**src/rtl/hash_sched.sv**
```systemverilog
// Round-robin scheduler feeding a fixed-latency hash pipeline and tagging its results.
// Define HASH_SCHED_STATS_EN to build the saturating per-requester grant counters.
module hash_sched #(
  parameter int NREQ    = 4,
  parameter int LATENCY = 23,
  parameter int MAXLEN  = 250
) (
  input  logic                     CLK,
  input  logic                     RST,
  input  logic [NREQ-1:0]          req_valid,
  output logic [NREQ-1:0]          req_ready,
  input  logic [8*NREQ-1:0]        req_len,
  input  logic [32*NREQ-1:0]       req_k0,
  input  logic [32*NREQ-1:0]       req_k1,
  input  logic [32*NREQ-1:0]       req_k2,
  input  logic                     flush,
  output logic                     flush_done,
  output logic [7:0]               hp_len,
  output logic [31:0]              hp_k0,
  output logic [31:0]              hp_k1,
  output logic [31:0]              hp_k2,
  output logic                     hp_enable,
  input  logic [31:0]              hashkey,
  output logic                     res_valid,
  output logic [$clog2(NREQ)-1:0]  res_tag,
  output logic [31:0]              res_hash,
  output logic                     res_err,
  output logic                     busy,
  output logic [16*NREQ-1:0]       stat_grants
);

  localparam int TW = $clog2(NREQ);
  localparam int CW = $clog2(LATENCY + 2);

  typedef enum logic [1:0] {IDLE, RUN, DRAIN} state_t;

  state_t          state;
  logic [TW-1:0]   rr_ptr;
  logic [TW-1:0]   gnt_idx;
  logic            gnt_any;
  logic            grant_ok;
  logic [7:0]      sel_len;
  logic [31:0]     sel_k0, sel_k1, sel_k2;
  logic            sel_legal;
  logic            iss_valid, iss_err;
  logic [TW-1:0]   iss_tag;
  logic            sr_valid [LATENCY];
  logic            sr_err   [LATENCY];
  logic [TW-1:0]   sr_tag   [LATENCY];
  logic [CW-1:0]   inflight;

  assign grant_ok = (state != DRAIN) && !flush;

  // NOTE: every always_comb output gets a default first so no path leaves a latch.
  always_comb begin
    logic [TW:0] sum;
    req_ready = '0;
    gnt_idx   = '0;
    gnt_any   = 1'b0;
    sum       = '0;
    for (int i = 0; i < NREQ; i++) begin
      sum = {1'b0, rr_ptr} + (TW+1)'(i);
      if (sum >= (TW+1)'(NREQ)) sum = sum - (TW+1)'(NREQ);
      if (grant_ok && !gnt_any && req_valid[sum[TW-1:0]]) begin
        gnt_any = 1'b1;
        gnt_idx = sum[TW-1:0];
      end
    end
    if (gnt_any) req_ready[gnt_idx] = 1'b1;
  end

  assign sel_len   = req_len[int'(gnt_idx)*8 +: 8];
  assign sel_k0    = req_k0[int'(gnt_idx)*32 +: 32];
  assign sel_k1    = req_k1[int'(gnt_idx)*32 +: 32];
  assign sel_k2    = req_k2[int'(gnt_idx)*32 +: 32];
  assign sel_legal = (sel_len != 8'd0) && ({24'd0, sel_len} <= 32'(MAXLEN));

  // The issue stage lines up with the hp_* register, so the result appears
  // LATENCY cycles after hp_enable, i.e. LATENCY+1 cycles after the accept.
  // NOTE: state registers use <= so every flop samples pre-edge values.
  always_ff @(posedge CLK) begin
    if (RST) begin
      rr_ptr    <= '0;
      hp_len    <= '0;
      hp_k0     <= '0;
      hp_k1     <= '0;
      hp_k2     <= '0;
      hp_enable <= 1'b0;
      iss_valid <= 1'b0;
      iss_tag   <= '0;
      iss_err   <= 1'b0;
      inflight  <= '0;
      // NOTE: the tag shift register is control state, so it is cleared to drop in-flight work.
      for (int i = 0; i < LATENCY; i++) begin
        sr_valid[i] <= 1'b0;
        sr_tag[i]   <= '0;
        sr_err[i]   <= 1'b0;
      end
    end else begin
      if (gnt_any) rr_ptr <= (gnt_idx == TW'(NREQ-1)) ? '0 : gnt_idx + 1'b1;
      hp_enable <= gnt_any && sel_legal;
      if (gnt_any && sel_legal) begin
        hp_len <= sel_len;
        hp_k0  <= sel_k0;
        hp_k1  <= sel_k1;
        hp_k2  <= sel_k2;
      end
      iss_valid <= gnt_any;
      iss_tag   <= gnt_idx;
      iss_err   <= gnt_any && !sel_legal;
      sr_valid[0] <= iss_valid;
      sr_tag[0]   <= iss_tag;
      sr_err[0]   <= iss_err;
      for (int i = 1; i < LATENCY; i++) begin
        sr_valid[i] <= sr_valid[i-1];
        sr_tag[i]   <= sr_tag[i-1];
        sr_err[i]   <= sr_err[i-1];
      end
      case ({gnt_any, res_valid})
        2'b10:   inflight <= inflight + CW'(1);
        2'b01:   inflight <= inflight - CW'(1);
        default: inflight <= inflight;
      endcase
    end
  end

  assign res_valid = sr_valid[LATENCY-1];
  assign res_tag   = sr_tag[LATENCY-1];
  assign res_err   = sr_err[LATENCY-1];
  assign res_hash  = (res_valid && !res_err) ? hashkey : 32'd0;
  assign busy      = (inflight != '0);

  always_ff @(posedge CLK) begin
    if (RST) begin
      state      <= IDLE;
      flush_done <= 1'b0;
    end else begin
      flush_done <= 1'b0;
      case (state)
        IDLE:  if (|req_valid && !flush) state <= RUN;
        RUN: begin
          if (flush) state <= DRAIN;
          else if (!(|req_valid) && !busy) state <= IDLE;
        end
        DRAIN: begin
          if (inflight == '0) begin
            state      <= IDLE;
            flush_done <= 1'b1;
          end
        end
        default: state <= IDLE;
      endcase
    end
  end

`ifdef HASH_SCHED_STATS_EN
  always_ff @(posedge CLK) begin
    if (RST) begin
      stat_grants <= '0;
    end else if (gnt_any) begin
      for (int i = 0; i < NREQ; i++) begin
        if (gnt_idx == TW'(i) && stat_grants[16*i +: 16] != 16'hFFFF)
          stat_grants[16*i +: 16] <= stat_grants[16*i +: 16] + 16'd1;
      end
    end
  end
`else
  assign stat_grants = '0;
`endif

endmodule
```
**config.mk**
```make
export PLATFORM = sky130hd
export DESIGN_NAME = hash_sched
export DESIGN_NICKNAME = d
export VERILOG_FILES = /design/src/rtl/hash_sched.sv
export SDC_FILE = /design/constraint.sdc
export NUM_CORES = 1
export LEC_CHECK = 0
export ABC_AREA = 1
export CELL_PAD_IN_SITES_DETAIL_PLACEMENT = 0
export CELL_PAD_IN_SITES_GLOBAL_PLACEMENT = 2
export CORE_AREA = 2 2 260 262
export DETAILED_ROUTE_END_ITERATION = 8
export DIE_AREA = 0 0 262 264
export PLACE_DENSITY_LB_ADDON = 0.12
export SLEW_MARGIN = 20
export SYNTH_ARGS = -nofsm -noshare
export SYNTH_HDL_FRONTEND = slang
export SYNTH_SLANG_ARGS = --single-unit
export TNS_END_PERCENT = 10
```
**constraint.sdc**
```tcl
create_clock -name CLK -period 4.9 [get_ports CLK]
set_input_delay 0.98 -clock CLK [delete_from_list [all_inputs] [get_ports CLK]]
set_output_delay 0.98 -clock CLK [all_outputs]
set_load 0.01 [all_outputs]
```
Yosys cells after proc, flatten, opt, wreduce, memory -nomap -nowiden
Memory sizes are Yosys's and may differ from the RTL's.
Cells that the tools add are included.

word-level totals
  register bits = 119
  ROM bits = 0
  logic and storage cells = 254
  output and inout port bits = 211
  latch bits = 0
  memories = 3
  memory bits (writable) = 92

operators by class
  $add $sub $neg = 10
  multipliers = 0
  shifts and indexed selects = 4
  bitwise logic cells = 70
  muxes and demuxes = 104
  divide/modulo/power cells = 0
  order comparisons = 11
  reductions and logical operators = 31
  equal/unequal tests = 9

memories
  name      words  width  rd ports  clocked after memory_dff  write ports  RTL line  RTL
  sr_tag    23     2      23        0                         23           49        logic [TW-1:0] sr_tag [LATENCY];
  sr_err    23     1      23        0                         23           48        logic sr_err [LATENCY];
  sr_valid  23     1      23        0                         23           47        logic sr_valid [LATENCY];

operator list
  kind                                                                    count
  128-bit by 8-bit indexed part select with 32-bit output                 3
  2-bit 2-to-1 mux                                                        36
  1-bit OR                                                                69
  1-bit 2-to-1 mux                                                        59
  32-bit 2-to-1 mux                                                       1
  32-bit by 6-bit indexed part select with 8-bit output                   1
  1-bit logical AND                                                       15
  2-bit by 3-bit < comparator with 1-bit output (second input constant)   5
  5-bit one-hot mux with 2 select lines                                   1
  3-bit >= comparator (second input constant)                             3
  1-bit binary-select mux with 2-bit select                               4
  8-bit <= comparator (second input constant)                             1
  1-bit logical NOT                                                       8
  8-bit nonzero test                                                      1
  2-bit by 1-bit subtractor with 2-bit output (second input constant)     4
  2-bit by 2-bit adder with 3-bit output (second input constant)          2
  2-bit equality test (second input constant)                             3
  2-bit inequality test (second input constant)                           3
  2-bit one-hot mux with 3 select lines                                   1
  5-bit by 1-bit adder with 5-bit output (second input constant)          1
  5-bit logical NOT                                                       1
  5-bit nonzero test                                                      1
  5-bit by 1-bit subtractor with 5-bit output (second input constant)     1
  2-bit by 1-bit equality test with 1-bit output (second input constant)  2
  other kinds (13)                                                        13

Longest topological paths before layout
Gate-level depths: netlist of run 1.

  word-level depth = 23
  depth in mapped cells = 24
  gate-level depth less buffers = 20

Least setup slack after synthesis of run 1
No wires, ideal clock.

  path type = input port to output port
  from = input req_valid[3]
  to = output req_ready[1]
  path slack = 1.101 ns
  data required time = 3.920 ns
  arrival = 2.819 ns
  cell stages on the path = 14
  buffers on the path = 4
  cell sequence = nand2_1 -> nand3_1 -> nand2_2 -> nand4_4 -> nor3_2 -> inv_1 -> nand2_1 -> buf_4 -> buf_2 -> buf_2 -> buf_2 -> ha_1 -> nand2_1 -> inv_1

on the way
  cells in the longest elaborated chain, start to end = 21
  elaborated cells on any way between the ends = 32
  classes of those cells = order compare: 2; mux: 19; reduce/logical: 11

ends and longest elaborated chain
  element                                                                                                                                RTL line  RTL
  start, declared                                                                                                                        10        input logic [NREQ-1:0] req_valid,
  1-bit binary-select mux with 2-bit select                                                                                              64        if (grant_ok && !gnt_any && req_valid[sum[TW-1:0]]) begin
  1-bit 2-to-1 mux (not written as such)                                                                                                 64
  1-bit logical AND                                                                                                                      64
  1-bit 2-to-1 mux                                                                                                                       64
  1-bit logical NOT                                                                                                                      64
  1-bit logical AND (2 in series)                                                                                                        64
  1-bit 2-to-1 mux                                                                                                                       64
  1-bit logical NOT                                                                                                                      64
  [3 not listed]                                                                                                                         --
  1-bit logical NOT                                                                                                                      64
  1-bit logical AND (2 in series)                                                                                                        64
  2-bit 2-to-1 mux                                                                                                                       64
  2-bit by 3-bit < comparator with 1-bit output (not written as such) or 2-bit by 1-bit >= comparator with 1-bit output (tied branches)  69        if (gnt_any) req_ready[gnt_idx] = 1'b1;
  1-bit logical AND (not written as such)                                                                                                69
  1-bit 2-to-1 mux (not written as such)                                                                                                 69
  1-bit demux with 2-bit select                                                                                                          69
  4-bit 2-to-1 mux (*)                                                                                                                   69
  end, declared                                                                                                                          11        output logic [NREQ-1:0] req_ready,

Every way passes the cells marked *; elsewhere a longest branch is shown, timed or not. The select of a mux whose other input is x is not followed.

Final worst setup path of run 1
  from = input req_valid[3]
  to = output req_ready[2]

The elaborated chain is that of the path after synthesis.

==> results of run 1 <==
Yosys cell counts (all sizes together):
master   count
clkbuf      70
fa           1
nand3b       1
a211oi       1
o21ai        6
nand2      717
a21o         2
conb         1
a21oi       46
a31oi        3
or2          1
dfxtp      211
xor2         1
ha           8
nand4       62
buf        126
nor3         2
nor2       291
nor4         2
o211ai       1
inv        318
a32oi       38
nand3      164
o2111ai      1
xnor2        1
power groups by stage:
stage	Clock (uW)	Sequential [uW]	Combinational, uW
after floorplan	0	2470	4520
after global placement	0	2370	7660
after detailed placement	0	2380	7680
after CTS	2230	2350	7720
after global routing	2290	2390	8470
final	2140	2340	7450
layer usage:
metal	GRT usage, %	vias up	routed length (um)
li1	-	7221	-
met1	18.7	6381	23800
met2	31.4	355	30900
met3	4.57	44	4150
met4	2.28	2	734
met5	0	-	13
final cells by class:
class / instances / share of cell area [%]
Timing Repair Buffer: 629 / 31.5
Clock buffer: 37 / 3.83
Clock inverter: 15 / 0.971
Sequential cell: 211 / 21.2
Inverter: 318 / 6.03
Tap cell: 873 / 5.47
Antenna cell: 2 / 0.0251
Multi-Input combinational cell: 1413 / 31.0
kinds of logic (layout without fill, tap and decap cells):
| logic type | count (synthesis) | count (layout) | synth area share, % |
|---|---|---|---|
| flops | 211 | 211 | 34.0 |
| simple gates | 1240 | 1240 | 41.0 |
| xor+xnor | 2 | 2 | 0.141 |
| other cells | 1 | 66 | 0.0301 |
| fa+ha+maj | 9 | 9 | 0.966 |
| buf+inv | 514 | 999 | 18.5 |
| compound gates | 98 | 98 | 5.41 |
stage by stage:
step / power (uW) / instances / cell area [um2] / worst slack (ps) / hold WS [ps]
2_1_floorplan: 7000 / 2138 / 12700 / 1100 / 388
3_3_place_gp: 10000 / 3444 / 19000 / 425 / 389
3_5_place_dp: 10100 / 3444 / 19000 / 366 / 393
4_1_cts: 12300 / 3496 / 20000 / 387 / 401
5_1_grt: 13200 / 3496 / 20000 / 203 / 410
6_report: 11900 / 3498 / 20000 / 445 / 396
sequential cells by signal, indices dropped and copies added (netlist names):
register,count
flush_done,1
hp_k2,32
iss_valid,1
state,2
hp_enable,1
sr_valid,23
sr_tag,46
hp_k0,32
hp_k1,32
iss_tag,2
hp_len,8
inflight,5
rr_ptr,2
iss_err,1
sr_err,23
worst register-to-register path, stage by stage, from the launching register on:
cell     delay [ps]
dfxtp_1         550
inv_2           210
nand2_1         140
nand3_1         120
nand2_2         170
nand4_4         140
nor2_4          140
nand2_2         110
nand2_8         190
buf_4           300
nand2_1         130
nand3_1         130
nand2_1         110
nand2_1          70
nor2_1           60
nand2_4          70
buf_4           600
nand4_1         320
nand2_1         100
nor2_1           50
how the worst min path moves through the flow:
stage,end,slack (ps)
after detailed placement,sr_valid[0][14],390
after CTS,sr_tag[21][1],400
after global placement,sr_tag[17][1],390
final,sr_valid[0][4],400
after floorplan,sr_err[0][0],390
after global routing,sr_valid[0][14],410
==> flow_summary.toml, run 1 <==
[outcome]
status = "finished, final reports clean"

[layout]
final_util_pct = 30.0
nFillCells = 7328
regArea_um2 = 4220
num-nets-final = 3065
syn_to_final_growth_pct = 60.6
multiInputGateArea_um2 = 6190
drive_gt1_share_pct = 3.85
layout_commonest_cell = "nand2_1"
layout_common_cells = "707 x nand2_1, 600 x clkdlybuf4s50_1, 312 x inv_1, 289 x nor2_1, 211 x dfxtp_1"

[logic_synthesis]
ys_seq_elements = 211
synth_area_leaders = "dfxtp_1 34%, nand2_1 21%, inv_1 9.4%"
yosysTopAreaCell = "dfxtp_1"
syn_area_per_cell_um2 = 5.99
ys_types = 37
ys_seq_area_share_pct = 34.0
synth_top_area_share_pct = 34.0
yosysWarnings = 0
netlist_area_um2 = 12400
synthCells = 2075

[power_and_ir_drop]
peakVddDrop_v = 0.000434
p_sw_share_pct = 48.7
p_sw_uw = 5810
combPwrFrac_pct = 62.4
p_per_area_nw_per_um2 = 597
pwr-share-seq_pct = 19.6
p_int_uw = 6120
cellLeakagePower_uw = 0.00915
pwr-share-clk_pct = 17.9

[critical_path]
start_kind = "input port"
ff2ff_path_depth = 19
worstPathRequired_ps = 3920
worstPathArrival_ps = 3470
cpMaxStageDelayCell = "clkdlybuf4s50_1"
critical_path.endpoint = "req_ready[2]"
crit_family = "buffers and inverters"
cp_max_fo = 5
r2r_start = "rr_ptr[0]"
slowest_delay_ps = 630
regToRegEndpoint = "hp_k0[10]"
path_buf_inv = 4
startpoint = "req_valid[3]"
cp_cell_sequence = "clkdlybuf4s50_1 -> nand2_1 -> nand3_1 -> nand2_2 -> nand4_4 -> nor2_4 -> inv_2 -> a21oi_4 -> ha_1 -> nand2_1 -> inv_1 -> clkdlybuf4s50_1"
reg2reg_setup_slack_ps = 1090
cp_num_cells = 12
path_class = "input port to primary output"
critPathCaptureType = "primary output"

[clock_network]
cts_buffers = 28
root_buffer = "clkbuf_16"
clockBufferDepth = 3
cts.clk_slew.worst_paths_ps = 60
clock_sinks = 211
clock_latency_ps = 550
cts_hold_buf = 0
htreeDepth = 1
cts_tree = "done"
postCtsSetupBuffers = 0
post_cts_resized = 0

[global_route]
grt_first_pass_wirelength_um = 87700
grt_pass1_vias = 14100
overflow = 0
grt_use_total_pct = 16.6
grt_max_degree = 131
antenna_found_initial = 3

[sta]
finalMaxSlewViolations = 0
fin_skew_ps = 7.65
slew_headroom_pct = 39.4
finalHoldViolations = 0
tightest_slew_ps = 909
post-route-period-util_pct = 90.9
fmax_mhz = 224
fin_setup_tns_ps = 0
setup_violations = 0
grt_setup_unrepaired = "no"
post-route-min-period_ps = 4450

[floorplanning]
die_width_um = 262
rows = 95
io_pins = 666
coreArea_um2 = 66600
die_y_um = 264
dieArea_um2 = 69200
start_util_pct = 18.7

[routing]
via_per_inst = 4.00
totalWireLength_um = 59600
routed-via-count = 14000
final_antenna_net_count = 0
drt_drc_violations_left = 0
drt_iter0_markers = 554
drt_first_pass_iters = 4
drt-wirelength-per-cell_um = 17.0

[placed_design]
numPortBuffers = 601
dpl.hpwl_um = 45100
gp_congestion = 0.798

[flow_run]
max_cap_violations = 0

[min_path]
hold-path-cell-count = 2
worstHoldStart = "sr_valid[0][3]"
min-delay-path-class = "register to register"
(Power assumes the default switching activity.)
==> inputs of run 2 (changes only) <==
GPL_TIMING_DRIVEN = 0   (was unset)
SKIP_LAST_GASP = 1   (was unset)
==> flow_summary.toml, run 2 (same netlist as run 1, synthesis figures left out) <==
[outcome]
status = "finished, final reports clean"

[sta]
fmax_mhz = 212
slew_headroom_pct = 38.2
finalHoldViolations = 0
finalMaxSlewViolations = 0
fin_setup_tns_ps = 0
fin_skew_ps = 10.0
post-route-period-util_pct = 96.1
post-route-min-period_ps = 4710
tightest_slew_ps = 927
setup_violations = 0
grt_setup_unrepaired = "yes"

[placed_design]
gp_congestion = 0.836
place_area_um2 = 19800
numPortBuffers = 601
dpl.hpwl_um = 56500

[flow_run]
max_cap_violations = 0

[routing]
drt_drc_violations_left = 0
totalWireLength_um = 69300
drt-wirelength-per-cell_um = 18.9
drt_iter0_markers = 550
final_antenna_net_count = 0
drt_first_pass_iters = 4
routed-via-count = 14800
via_per_inst = 4.04

[global_route]
overflow = 0
grt_max_degree = 39
busiest_layer = "met2"
grtUsageMet3_pct = 4.83
grt_first_pass_wirelength_um = 98400
met1_usage_pct = 22.4
grt_pass1_vias = 14800
antenna_found_initial = 12
gr-usage-met2_pct = 35.7
grt_use_total_pct = 19.3

[critical_path]
cp_max_fo = 19
crit_family = "buffers and inverters"
worstPathRequired_ps = 3920
path_class = "input port to primary output"
cpMaxStageDelayCell = "clkdlybuf4s50_1"
worstPathArrival_ps = 3730
slowest_delay_ps = 570
cp_cell_sequence = "clkdlybuf4s50_1 -> nand2_1 -> nand3_1 -> nand2_2 -> nand4_4 -> nor3_2 -> inv_1 -> nand2_2 -> buf_12 -> ha_1 -> nand2_1 -> inv_1 -> clkdlybuf4s50_1"
critPathCaptureType = "primary output"
path_buf_inv = 5
start_kind = "input port"

[power_and_ir_drop]
p_per_area_nw_per_um2 = 613
combPwrFrac_pct = 65.4
cellLeakagePower_uw = 0.00963
pwr-share-seq_pct = 18.3
p_sw_uw = 6460
peakVddDrop_v = 0.000243
p_int_uw = 6270
pwr-share-clk_pct = 16.3
power.total_uw = 12700
p_sw_share_pct = 50.7

[layout]
top_register = "sr_tag"
drive_gt1_share_pct = 6.26
syn_to_final_growth_pct = 67.1
layout_commonest_cell = "nand2_1"
largest_reg_flops = 46
nFillCells = 7405
final_util_pct = 31.2
regArea_um2 = 4220
postLayoutCellArea_um2 = 20800
multiInputGateArea_um2 = 6150
layout_common_cells = "708 x nand2_1, 601 x clkdlybuf4s50_1, 313 x inv_1, 289 x nor2_1, 211 x dfxtp_1"
num-nets-final = 3225

[clock_network]
cts_buffers = 27
cts_tree = "done"
clock_sinks = 211
cts.clk_slew.worst_paths_ps = 60
clock_latency_ps = 560
htreeDepth = 1
root_buffer = "clkbuf_16"
clockBufferDepth = 3

[floorplanning]
die_y_um = 264
io_pins = 666
die_width_um = 262
start_util_pct = 18.7
rows = 95
coreArea_um2 = 66600
dieArea_um2 = 69200

[min_path]
min-delay-path-class = "register to register"
==> run 2: cell count changes in the layout (fill, tap and decap cells not counted), moves of 6 or more <==
cell,previous run,this run
buf_1,0,18
clkbuf_1,6,69
buf_4,23,69
clkbuf_8,3,9
buf_2,0,19
buf_6,0,10
==> run 2: power groups by stage <==
stage / clock, uW / combinational (uW) / sequential [uW]
final: 2070 / 8330 / 2330
after CTS: 2160 / 8450 / 2340
after floorplan: 0 / 4520 / 2470
after global placement: 0 / 8470 / 2360
after global routing: 2210 / 9330 / 2380
after detailed placement: 0 / 8450 / 2370
==> run 2: what timing repair did <==
item / CTS / global route
setup buffers: 0 / 1
gates cloned: 0 / 1
hold buffers: 0 / 0
resized for setup: 6 / 9
endpoints found under the setup margin: 4 / 4
pin swaps: 0 / 1
==> run 2: path summary, 6_finish.rpt <==
path	depth (start not counted)	to	from	slack, ps
hold reg to reg	2	sr_err[0][2]	sr_err[0][1]	400
setup / recovery	13	req_ready[1]	req_valid[3]	190
hold / removal	2	sr_err[0][2]	sr_err[0][1]	400
setup reg to reg	19	hp_k0[9]	rr_ptr[1]	1160
==> run 2: tightest hold or removal path: cells and delay by family (launching register included) <==
family | cells | cell delay, ps
DFF | 1 | 290
buffers and inverters | 1 | 40
and+or+nand+nor | 1 | 30
==> run 2: area by class of cell <==
| type | count | area share (%) |
|---|---|---|
| Multi-Input combinational cell | 1413 | 29.6 |
| Timing Repair Buffer | 603 | 29.2 |
| Sequential cell | 211 | 20.3 |
| Inverter | 318 | 5.79 |
| Buffer | 187 | 5.35 |
| Tap cell | 873 | 5.26 |
| Clock buffer | 39 | 3.90 |
| Clock inverter | 9 | 0.530 |
| Antenna cell | 6 | 0.0723 |
==> run 2: per-layer routing <==
metal | part of all wire [%] | wire (um)
met1 | 40 | 28100
met2 | 51 | 35600
met4 | 1.4 | 981
met5 | 0.11 | 75
met3 | 6.6 | 4570
==> run 2: per-stage QoR <==
step | cells | setup WS, ps | hold slack (ps)
finish | 3659 | 193 | 398
global route | 3658 | -6.01 | 410
CTS | 3651 | 45.1 | 397
detailed placement | 3612 | -1210 | 392
global placement | 3612 | -1190 | 389
floorplan | 2138 | 1100 | 388
==> inputs of run 3 (changes only) <==
PLACE_DENSITY_LB_ADDON = 0.1   (was 0.12)
==> flow_summary.toml, run 3 (same netlist as run 1, synthesis figures left out) <==
[outcome]
status = "finished, final reports clean"

[global_route]
grt_pass1_vias = 14700
busiest_layer = "met2"
grt_max_degree = 30
grt_use_total_pct = 19.3
grtUsageMet3_pct = 4.92
gr-usage-met2_pct = 35.4
overflow = 0
antenna_found_initial = 12
grt_first_pass_wirelength_um = 97600
met1_usage_pct = 22.6

[floorplanning]
io_pins = 666
rows = 95
die_y_um = 264
dieArea_um2 = 69200
coreArea_um2 = 66600
die_width_um = 262
start_util_pct = 18.7

[min_path]
worstHoldStart = "sr_err[2][3]"
hold-path-cell-count = 2
hold_path_end = "sr_err[3][0]"
min-delay-path-class = "register to register"

[clock_network]
root_buffer = "clkbuf_16"
htreeDepth = 1
cts_tree = "done"
clock_sinks = 211
cts.clk_slew.worst_paths_ps = 50
clockBufferDepth = 3
cts_buffers = 28
clock_latency_ps = 570
cts_hold_buf = 0

[layout]
layout_common_cells = "708 x nand2_1, 600 x clkdlybuf4s50_1, 313 x inv_1, 289 x nor2_1, 211 x dfxtp_1"
syn_to_final_growth_pct = 67.3
stdcell_count = 3662
layout_commonest_cell = "nand2_1"
multiInputGateArea_um2 = 6150
num-nets-final = 3231
regArea_um2 = 4220
top_register = "sr_tag"
largest_reg_flops = 46
nFillCells = 7371
drive_gt1_share_pct = 6.46

[critical_path]
path_common_cell = "nand2_2"
start_kind = "input port"
worstPathArrival_ps = 3810
cp_max_fo = 29
critPathCaptureType = "primary output"
cp_cell_sequence = "clkdlybuf4s50_1 -> nand2_1 -> nand3_1 -> nand2_2 -> nand4_4 -> nor2_4 -> nand2_2 -> nand2_2 -> buf_12 -> ha_1 -> nand2_1 -> inv_1 -> clkdlybuf4s50_1"
ff2ff_path_depth = 14
slowest_delay_ps = 570
regToRegEndpoint = "hp_k2[1]"
path_class = "input port to primary output"
cpMaxStageDelayCell = "clkdlybuf4s50_1"
r2r_start = "state[0]"
reg2reg_setup_slack_ps = 1170
worstPathRequired_ps = 3920

[routing]
via_per_inst = 4.03
drt_drc_violations_left = 0
drt_iter0_markers = 720
final_antenna_net_count = 0
totalWireLength_um = 69400
routed-via-count = 14700
drt_first_pass_iters = 5
drt-wirelength-per-cell_um = 19.0

[sta]
post-route-min-period_ps = 4790
finalHoldViolations = 0
tightest_slew_ps = 811
fmax_mhz = 209
grt_setup_unrepaired = "yes"
slew_headroom_pct = 45.9
fin_skew_ps = 21.4
post-route-period-util_pct = 97.8
finalMaxSlewViolations = 0
setup_violations = 0

[power_and_ir_drop]
peakVddDrop_v = 0.000299
power.total_uw = 12700
cellLeakagePower_uw = 0.00967
p_per_area_nw_per_um2 = 611

[placed_design]
gp_congestion = 0.827
numPortBuffers = 601
dp.cells = 3612
dpl.hpwl_um = 56500

[flow_run]
max_cap_violations = 0
## run 3: cell types whose count changed in the layout (fill, tap and decap cells not counted), sizes merged
cell           before  now
dlymetal6s2s        0    1
inv               319  318
buf               120  126
clkinv              6    8
clkbuf            108  106
clkinvlp            0    1
clkdlybuf4s50     601  600
diode               6    3
## run 3: final cells by class
class / instances / share of cell area, %
Clock buffer: 38 / 3.88
Clock inverter: 11 / 0.655
Tap cell: 873 / 5.25
Antenna cell: 3 / 0.0361
Buffer: 188 / 5.45
Multi-Input combinational cell: 1413 / 29.5
Sequential cell: 211 / 20.3
Timing Repair Buffer: 607 / 29.1
Inverter: 318 / 5.77
## run 3: per-stage QoR
stage | hold slack [ps] | worst slack [ps] | TNS [ps] | util [%] | instance area [um2]
floorplan | 388 | 1100 | 0 | - | 12700
global placement | 390 | -1230 | -10950 | 29.7 | 19800
detailed placement | 393 | -1220 | -8330 | 29.7 | 19800
CTS | 401 | -20.8 | -31.2 | 31.2 | 20700
global route | 405 | -68.3 | -203 | 31.3 | 20800
finish | 400 | 105 | 0 | 31.3 | 20800
## run 3: worst max-delay path by stage
stage                       from           end  slack (ps)  cells past startpoint
CTS                 req_valid[3]  req_ready[0]         -20                     14
global route        req_valid[1]  req_ready[3]         -70                     13
floorplan           req_valid[3]  req_ready[1]        1100                     14
global placement           flush  req_ready[2]       -1230                     14
finish              req_valid[3]  req_ready[3]         110                     13
detailed placement         flush  req_ready[2]       -1220                     14
## run 3: where the power goes
part | total [uW] | switching (uW) | internal (uW)
Sequential | 2320 | 207 | 2110
Combinational | 8300 | 5370 | 2920
Clock | 2090 | 835 | 1260
Total | 12700 | 6420 | 6290
## run 3: per-layer routing
layer  wire (um)  up-vias
met4         901       14
met3        4610       65
met2       35400      399
met1       28500     6701
met5          89        -
li1            -     7561
## run 3: timing repair
action,in CTS,in global routing
pin swaps,0,1
setup endpoints to repair,4,4
buffers inserted,0,6
resized for setup,11,7
hold endpoints to repair,0,0
## run 3: worst max-delay path: cells and delay by family
| kind | cells | cell delay, ps |
|---|---|---|
| buffers and inverters | 4 | 1430 |
| AND/OR/NAND/NOR | 8 | 1190 |
| adder cells (fa/ha/maj) | 1 | 190 |
